File: config.mk
export PLATFORM = sky130hd
export DESIGN_NAME = pipe_adder_flat
export DESIGN_NICKNAME = d
export VERILOG_FILES = /design/src/rtl/pipe_adder_if.sv /design/src/rtl/pipe_adder.sv /design/src/flat_wrapper.sv
export SDC_FILE = /design/constraint.sdc
export NUM_CORES = 1
export LEC_CHECK = 0
export BUFFER_PORTS_ARGS = -buffer_cell sky130_fd_sc_hd__buf_4
export CELL_PAD_IN_SITES_DETAIL_PLACEMENT = 0
export CELL_PAD_IN_SITES_GLOBAL_PLACEMENT = 2
export CORE_ASPECT_RATIO = 0.9
export CORE_UTILIZATION = 32
export DETAILED_ROUTE_END_ITERATION = 10
export PLACE_DENSITY_LB_ADDON = 0.05
export SLEW_MARGIN = 20
export SYNTH_ARGS = -nofsm -noshare
export SYNTH_HDL_FRONTEND = slang
export SYNTH_SLANG_ARGS = --single-unit
File: constraint.sdc
create_clock -name clk -period 2.2 [get_ports clk]
set_clock_uncertainty 0.2 [all_clocks]
set_input_delay 0.44 -clock clk [delete_from_list [all_inputs] [get_ports clk]]
set_output_delay 0.44 -clock clk [all_outputs]
set_load 0.005 [all_outputs]
File: src/rtl/pipe_adder_if.sv
// rtl/pipe_adder_if.sv - operand/result handshake bundle for pipe_adder
interface pipe_adder_if #(
  parameter int N = 32
);
  logic         in_valid;
  logic         in_ready;
  logic [N-1:0] a;
  logic [N-1:0] b;
  logic         c_in;
  logic         sub;
  logic         out_valid;
  logic         out_ready;
  logic [N-1:0] s;
  logic         c_out;
  logic         ovf;

  modport master (
    output in_valid, a, b, c_in, sub, out_ready,
    input  in_ready, out_valid, s, c_out, ovf
  );

  modport slave (
    input  in_valid, a, b, c_in, sub, out_ready,
    output in_ready, out_valid, s, c_out, ovf
  );
endinterface

File: src/rtl/pipe_adder.sv
// rtl/pipe_adder.sv - pipelined add/sub, one SEG-bit carry segment per stage; optional clamp via PIPE_ADDER_SAT_EN
module pipe_adder #(
  parameter int N   = 32,
  parameter int SEG = 8
) (
  input logic          clk,
  input logic          rstn,
  pipe_adder_if.slave  bus
);
  localparam int P = N / SEG;

  // Stage registers: operands skew forward unchanged, s_q accumulates finished segments
  logic [N-1:0] a_q [P];
  logic [N-1:0] b_q [P];
  logic [N-1:0] s_q [P];
  logic         c_q [P];
  logic         m_q [P];
  logic         v_q [P];

  logic [N-1:0] in_a [P];
  logic [N-1:0] in_b [P];
  logic [N-1:0] in_s [P];
  logic         in_c [P];
  logic         in_v [P];
  logic [N-1:0] nx_s [P];
  logic         nx_c [P];
  logic         nx_m [P];

  logic [SEG:0]   seg_sum;
  logic [SEG-1:0] seg_a;
  logic [SEG-1:0] seg_b;
  logic           en;

  assign en            = ~v_q[P-1] | bus.out_ready;
  assign bus.in_ready  = en;
  assign bus.out_valid = v_q[P-1];
  assign bus.c_out     = c_q[P-1];
  assign bus.ovf       = m_q[P-1] ^ c_q[P-1];

`ifdef PIPE_ADDER_SAT_EN
  // Clamp on overflow; both operand signs agree when ovf is set, so A's sign picks the direction
  assign bus.s = bus.ovf ? (a_q[P-1][N-1] ? {1'b1, {(N-1){1'b0}}} : {1'b0, {(N-1){1'b1}}})
                         : s_q[P-1];
`else
  assign bus.s = s_q[P-1];
`endif

  // Stage inputs: ports feed stage 0 (B inverted and seed forced to 1 for subtract), later stages read their predecessor
  always_comb begin
    in_a[0] = bus.a;
    in_b[0] = bus.sub ? ~bus.b : bus.b;
    in_c[0] = bus.sub | bus.c_in;
    in_s[0] = '0;
    in_v[0] = bus.in_valid;
    for (int k = 1; k < P; k++) begin
      in_a[k] = a_q[k-1];
      in_b[k] = b_q[k-1];
      in_c[k] = c_q[k-1];
      in_s[k] = s_q[k-1];
      in_v[k] = v_q[k-1];
    end
  end

  // Segment adders: stage k adds bits k*SEG +: SEG and records the carry into the segment MSB
  always_comb begin
    seg_a   = '0;
    seg_b   = '0;
    seg_sum = '0;
    for (int k = 0; k < P; k++) begin
      seg_a   = in_a[k][k*SEG +: SEG];
      seg_b   = in_b[k][k*SEG +: SEG];
      seg_sum = {1'b0, seg_a} + {1'b0, seg_b} + {{SEG{1'b0}}, in_c[k]};
      nx_s[k] = in_s[k];
      nx_s[k][k*SEG +: SEG] = seg_sum[SEG-1:0];
      nx_c[k] = seg_sum[SEG];
      nx_m[k] = seg_sum[SEG-1] ^ seg_a[SEG-1] ^ seg_b[SEG-1];
    end
  end

  // Pipeline registers: the whole pipe advances together on en and freezes otherwise
  always_ff @(posedge clk or negedge rstn) begin
    if (!rstn) begin
      for (int k = 0; k < P; k++) begin
        a_q[k] <= '0;
        b_q[k] <= '0;
        s_q[k] <= '0;
        c_q[k] <= 1'b0;
        m_q[k] <= 1'b0;
        v_q[k] <= 1'b0;
      end
    end else if (en) begin
      for (int k = 0; k < P; k++) begin
        a_q[k] <= in_a[k];
        b_q[k] <= in_b[k];
        s_q[k] <= nx_s[k];
        c_q[k] <= nx_c[k];
        m_q[k] <= nx_m[k];
        v_q[k] <= in_v[k];
      end
    end
  end
endmodule
File: src/flat_wrapper.sv
// flat-port wrapper written by rule: the top's interface ports become plain ports
module pipe_adder_flat 
#(
  parameter int N   = 32,
  parameter int SEG = 8
)
  (clk, rstn, bus_in_valid, bus_a, bus_b, bus_c_in, bus_sub, bus_out_ready, bus_in_ready, bus_out_valid, bus_s, bus_c_out, bus_ovf);
  pipe_adder_if #(.N(N)) bus_i ();
  input logic clk;
  input logic rstn;
  input wire logic [$bits(bus_i.in_valid)-1:0] bus_in_valid;
  input wire logic [$bits(bus_i.a)-1:0] bus_a;
  input wire logic [$bits(bus_i.b)-1:0] bus_b;
  input wire logic [$bits(bus_i.c_in)-1:0] bus_c_in;
  input wire logic [$bits(bus_i.sub)-1:0] bus_sub;
  input wire logic [$bits(bus_i.out_ready)-1:0] bus_out_ready;
  output wire logic [$bits(bus_i.in_ready)-1:0] bus_in_ready;
  output wire logic [$bits(bus_i.out_valid)-1:0] bus_out_valid;
  output wire logic [$bits(bus_i.s)-1:0] bus_s;
  output wire logic [$bits(bus_i.c_out)-1:0] bus_c_out;
  output wire logic [$bits(bus_i.ovf)-1:0] bus_ovf;
  assign bus_i.in_valid = bus_in_valid;
  assign bus_i.a = bus_a;
  assign bus_i.b = bus_b;
  assign bus_i.c_in = bus_c_in;
  assign bus_i.sub = bus_sub;
  assign bus_i.out_ready = bus_out_ready;
  assign bus_in_ready = bus_i.in_ready;
  assign bus_out_valid = bus_i.out_valid;
  assign bus_s = bus_i.s;
  assign bus_c_out = bus_i.c_out;
  assign bus_ovf = bus_i.ovf;
  pipe_adder #(.N(N), .SEG(SEG)) u_core (.clk(clk), .rstn(rstn), .bus(bus_i));
endmodule
==> run summary, run 1 <==
run status: complete, but fails checks
failing checks: negative setup slack
CTS tree: built
first-pass GRT wire length: 30300 microns
total number of vias: 6014
Critical Path Sink Type: flip-flop
fin area: 10500 sq um
Final Core Density: 0.416
Clk pin slew, worst setup/hold paths: 70 ps
final hold vios: 0
post-DP HPWL: 12200 microns
minimum clock period: 2320 ps
Syn Inst Count: 911
Pwr Density: 1390 nW/um^2
Die W: 172 microns
Post-Route WL: 18100 microns
Slew Limit Fails: 0
crit start category: flip-flop
die height: 155 microns
post-synth net total: 1017
Vias/cell: 4.33
global route overflow: 0
Post-DRT Antenna Nets: 0
Setup TNS: -409 ps
area of the multi-input gates: 3530 sq um
sequential area share after synthesis: 0.556
Layout area overhead: 26.5%
Num Clock Sinks: 185
Reg area: 4630 sq um
initial antenna violation count: 0
Max-slew headroom: 0.754
class of the worst hold path: input pin to flip-flop
FILL cells: 2617
Iteration-0 DRC Markers: 255
core area: 25300 sq um
Setup violations, final: 5
Global Route Usage Sum: 0.144
Crit path arrival time: 2410 ps
largest net degree at the start of global routing: 74
synth unique cells: 30
synthesized cell area: 8320 sq um
Initial DRT Pass Iterations: 4
maximum vdd drop: 514 uV
R2R setup slack: -120 ps
placed inst area: 9680 sq um
layout cells sized above 1: 0.189
fin nets: 1142
worst slack at placement: -390 ps
vias in the first global route: 5960
syn_area_per_cell: 9.13 sq um
clock root buffer: clkbuf_16
Yosys reg bits: 185
DR WL/cell: 13.0 microns
n_diodes: 0
Max Freq: 0.431 GHz
Worst Slack Setup Final: -118 ps
Worst Path Required: 2290 ps
MaxCap Viol Count: 0
gpl congestion: 0.804
Initial Utilization: 0.329
Die Area: 26700 sq um
Yosys warnings: 0
H-tree Lvls: 4
std cell rows: 55
DRC viols: 0
CTS Buffer Depth: 2
P_leak: 5.25 nW
critical path type: flip-flop to flip-flop
actual slew at the worst max-slew pin: 369 ps
worst skew pair latency: 430 ps
Final Cycle Share: 1.05
RSZ-0062 raised after global routing: yes
CTS Buf Count: 17
Port Buffers: 105
Ports: 106
CP max FO: 3
## layer usage
layer / vias up / routed length, microns / global-route usage
met5: - / 0 / 0
met1: 2802 / 9780 / 0.213
met2: 73 / 7670 / 0.213
met4: 0 / 176 / 0.0379
met3: 12 / 450 / 0.0267
li1: 3127 / - / -
## synth_stat cells
| library cell | number | area [sq um] |
|---|---|---|
| and3b_1 | 1 | 8.76 |
| a21o_1 | 6 | 45.0 |
| buf_2 | 36 | 180 |
| a311oi_2 | 1 | 15.0 |
| nand2_1 | 424 | 1590 |
| a21oi_2 | 6 | 52.6 |
| inv_1 | 13 | 48.8 |
| o21a_1 | 3 | 22.5 |
| ha_1 | 28 | 350 |
| o21ai_0 | 32 | 160 |
| or2_2 | 1 | 6.26 |
| a21oi_1 | 21 | 105 |
| a31oi_1 | 6 | 37.5 |
| nor3_1 | 6 | 30.0 |
| clkbuf_1 | 8 | 30.0 |
| fa_1 | 8 | 160 |
| buf_1 | 1 | 3.75 |
| o21bai_1 | 5 | 37.5 |
| nand2b_1 | 3 | 18.8 |
| inv_2 | 2 | 7.51 |
| o31ai_1 | 3 | 22.5 |
| mux2i_1 | 1 | 10.0 |
| xnor2_1 | 37 | 324 |
| nor2b_1 | 4 | 25.0 |
| dfrtp_1 | 185 | 4630 |
| a211oi_1 | 3 | 22.5 |
| or2_1 | 2 | 12.5 |
| nor2_1 | 29 | 109 |
| xor2_1 | 20 | 175 |
| o21ai_1 | 16 | 80.1 |
## cell type report
class | instances | share of cell area
clock buffer | 18 | 0.0408
clock inverter | 12 | 0.0160
inverter | 15 | 0.00582
multi-input combinational | 666 | 0.335
sequential | 185 | 0.440
tap | 342 | 0.0406
timing repair buffer | 151 | 0.122
## sequential cells by signal (all words and copies together) (netlist names)
name	count
u_core.m_q	1
u_core.in_s	48
u_core.bus.s	32
u_core.in_v	3
u_core.bus.c_out	1
u_core.b_q	48
u_core.c_q	3
u_core.bus.out_valid	1
u_core.a_q	48
## worst max-delay path, stage by stage (launching register included)
cell and delay [ps]:
dfrtp_1 400, fa_2 420, fa_2 350, a21o_1 190, a21oi_2 160, o21ai_1 70, and3b_1 190, o21ai_1 120
a31oi_1 90
## power by group
part / total (mW) / leakage [nW] / switching (mW) / internal (mW)
Combinational: 5.67 / 2.74 / 2.99 / 2.67
Sequential: 5.83 / 2.23 / 0.895 / 4.93
Clock: 3.16 / 0.285 / 1.36 / 1.80
Total: 14.7 / 5.25 / 5.25 / 9.41
## worst paths after layout
path | cells past startpoint | start | end
worst min register to register | 1 | u_core.in_v[0]$_DFFE_PN0P_ | u_core.bus.out_valid$_DFFE_PN0P_
worst min-delay path | 3 | bus_in_valid | u_core.in_v[2]$_DFFE_PN0P_
min in group asynchronous | 2 | rstn | u_core.bus.s[7]$_DFFE_PN0P_
max in group asynchronous | 3 | rstn | u_core.b_q[86]$_DFFE_PN0P_
worst max register to register | 8 | u_core.a_q[80]$_DFFE_PN0P_ | u_core.c_q[1]$_DFFE_PN0P_
worst max-delay path | 8 | u_core.a_q[80]$_DFFE_PN0P_ | u_core.c_q[1]$_DFFE_PN0P_
## through the flow
| stage | hold slack, ps | std cells | power [mW] |
|---|---|---|---|
| after global placement | 196 | 1341 | 11.5 |
| after floorplan | -55.6 | 911 | 9.47 |
| final | 19.9 | 1389 | 14.7 |
| after global routing | 12.8 | 1389 | 16.0 |
| after CTS | 3.12 | 1389 | 14.8 |
| after detailed placement | 194 | 1341 | 11.5 |
## cell usage in the layout (no fill, tap or decap), types with 8 or more instances in the layout
cell type,n
a21oi_1,17
a21oi_2,9
buf_12,8
buf_4,125
clkbuf_16,17
dfrtp_1,185
dlygate4sd3_1,17
fa_2,8
ha_1,28
inv_1,11
nand2_1,424
nor2_1,29
o21ai_0,30
o21ai_1,16
xnor2_1,34
xor2_1,19
## cells by family (layout without fill, tap and decap cells)
kind of cell / Yosys count / after routing / synth area share
mux: 1 / 1 / 0.00120
compound gates: 102 / 102 / 0.0722
xor+xnor: 57 / 57 / 0.0600
simple gates: 470 / 470 / 0.217
fa+ha+maj: 36 / 36 / 0.0613
flops: 185 / 185 / 0.556
buf+inv: 60 / 196 / 0.0325
## repair_timing
item / 4_1_cts / 5_1_grt
hold endpoints to repair: 51 / 0
hold buffers: 17 / 0
setup endpoints to repair: 7 / 14
pin swaps: 3 / 9
buffers inserted: 1 / 0
gates resized for setup: 5 / 12
(Power assumes the default switching activity.)
==> run 2, diff against run 1 <==
Settings changed: CORE_MARGIN set to 3, GPL_TIMING_DRIVEN set to 0, REMOVE_ABC_BUFFERS set to 1.
==> run summary, run 2 (synthesis results as in run 1) <==
sequential fraction of design power: 0.394 (-0.004)
total number of vias: 6101 (+1.4%)
Num Clock Sinks: 185 (unchanged)
Clk pin slew, worst setup/hold paths: 70 ps (about the same)
Slew Limit Fails: 0 (unchanged)
post-DP HPWL: 11000 microns (-9.8%)
most common cell after layout, fill and taps aside: nand2_1
Port Buffers: 105 (unchanged)
DRC viols: 0 (unchanged)
Net Sw Power: 5.28 mW (+0.57%)
Worst Path Required: 2290 ps (about the same)
Initial Utilization: 0.328 (-0.000891)
H-tree Lvls: 4 (unchanged)
core area: 25400 sq um (+0.27%)
critical path type: flip-flop to flip-flop
Initial DRT Pass Iterations: 4 (unchanged)
Clock Power Share: 0.201 (-0.014)
Pwr Total: 14.7 mW (+0.14%)
Max-slew headroom: 0.593 (-0.161)
vias in the first global route: 6279 (+5.4%)
gpl congestion: 0.675 (-16%)
Post-Route WL: 18600 microns (+2.9%)
Ports: 106 (unchanged)
run status: complete, but fails checks
first-pass GRT wire length: 31900 microns (+5.2%)
Iteration-0 DRC Markers: 282 (+11%)
Die W: 176 microns (+2.3%)
maximum vdd drop: 494 uV (-4.0%)
fin nets: 1154 (+1.1%)
Global Route Usage Sum: 0.141 (-0.00293)
worst slack at placement: -920 ps (-530 ps)
layout cells sized above 1: 0.201 (+0.0116)
Setup TNS: -530 ps (-121 ps)
Final Core Density: 0.426 (+0.0101)
Crit path arrival time: 2420 ps (about the same)
worst hold start: bus_a[27]
final hold vios: 0 (unchanged)
Switching Fraction: 0.360 (+0.00153)
worst reg2reg path startpoint: u_core.c_q[2]$_DFFE_PN0P_
n_diodes: 0 (unchanged)
Final Cycle Share: 1.06 (+0.00729)
Pwr Density: 1360 nW/um^2 (-2.5%)
CTS tree: built
Die Area: 28000 sq um (+5.0%)
CP max FO: 2 (-1)
Vias/cell: 4.35 (+0.43%)
CTS Buffer Depth: 2 (unchanged)
Comb pwr share: 0.405 (+0.018)
MaxCap Viol Count: 0 (unchanged)
most frequent cells in the layout: nand2_1, dfrtp_1, buf_4, xnor2_1, o21ai_0
actual slew at the worst max-slew pin: 608 ps (+239 ps)
RSZ-0062 raised after global routing: yes
Critical Path Start: u_core.c_q[2]$_DFFE_PN0P_
global route overflow: 0 (unchanged)
Critical Path Sink Type: flip-flop
P_int: 9.40 mW (about the same)
die height: 159 microns (+2.6%)
largest net degree at the start of global routing: 93 (+26%)
initial antenna violation count: 0 (unchanged)
Setup violations, final: 6 (+1)
Post-DRT Antenna Nets: 0 (unchanged)
failing checks: negative setup slack
Worst Slack Setup Final: -134 ps (-16.0 ps)
DR WL/cell: 13.3 microns (+1.8%)
crit start category: flip-flop
worst skew pair latency: 430 ps (about the same)
clock root buffer: clkbuf_16
P_leak: 5.38 nW (+2.4%)
minimum clock period: 2330 ps (+16.0 ps)
class of the worst hold path: input pin to flip-flop
CTS Buf Count: 17 (unchanged)
Layout area overhead: 29.9%
Max Freq: 0.428 GHz (-0.69%)
std cell rows: 55 (unchanged)
-- run 2: changes by cell type in the layout (fill, tap and decap cells not counted), moves of 2 or more --
cell	before	now
buf_12	8	2
buf_16	0	8
buf_4	125	122
buf_6	0	4
bufbuf_16	0	3
bufinv_16	3	0
clkinv_4	4	2
dlygate4sd3_1	17	20
inv_6	3	6
-- run 2: routing by layer --
| metal | global-route usage | part of all wire | vias to the layer above |
|---|---|---|---|
| li1 | - | - | 3150 |
| met1 | 0.195 | 0.49 | 2851 |
| met4 | 0.0367 | 0.0098 | 0 |
| met5 | 0 | 0 | - |
| met3 | 0.0279 | 0.035 | 12 |
| met2 | 0.227 | 0.46 | 88 |
-- run 2: power by group through the flow --
stage	Combinational (mW)	Sequential, mW	Clock, mW
2_1_floorplan	3.29	5.49	0
3_3_place_gp	3.50	5.20	0
3_5_place_dp	5.41	5.85	0
4_1_cts	5.95	5.81	3.10
5_1_grt	6.83	6.03	3.23
6_report	5.94	5.78	2.95
-- run 2: final cells by class --
type                    count  area [sq um]
clock buffers              20           457
clock inverters            12           106
fillers                  2567         14600
inverters                  15          72.6
multi-input cells         667          3550
flip-flops and latches    185          4630
well taps                 342           428
repair buffers            161          1560
repair inverters            1          8.76
-- run 2: what timing repair did --
item / 4_1_cts / 5_1_grt
resized for setup: 30 / 13
pin swaps: 26 / 28
endpoints found under the hold margin: 55 / 0
setup buffers: 10 / 16
hold buffers: 20 / 0
gates cloned: 5 / 1
endpoints found under the setup margin: 156 / 18
-- run 2: worst paths after layout --
| kind | end | cells past startpoint | slack (ps) |
|---|---|---|---|
| setup / recovery | u_core.c_q[1]$_DFFE_PN0P_ | 8 | -130 |
| hold / removal | u_core.a_q[123]$_DFFE_PN0P_ | 3 | 30 |
| setup reg to reg | u_core.c_q[1]$_DFFE_PN0P_ | 8 | -130 |
| hold reg to reg | u_core.bus.out_valid$_DFFE_PN0P_ | 1 | 260 |
| max in group asynchronous | u_core.c_q[2]$_DFFE_PN0P_ | 4 | 450 |
| min in group asynchronous | u_core.bus.s[16]$_DFFE_PN0P_ | 2 | 270 |
-- run 2: through the flow --
step                std cells  instance area [sq um]  hold WS [ps]
floorplan                 866                   8110         -55.6
global placement         1313                   9320           242
global route             1403                  10800          9.47
finish                   1403                  10800          29.1
detailed placement       1323                   9600           137
CTS                      1388                  10600          12.5
-- run 2: worst max-delay path: stages, from the launching register on --
cell and delay, ps:
dfrtp_2 460, fa_2 370, fa_2 350, a21o_1 170, a21oi_2 170, o21ai_1 80
and3b_1 190, o21ai_2 120, a31oi_1 80
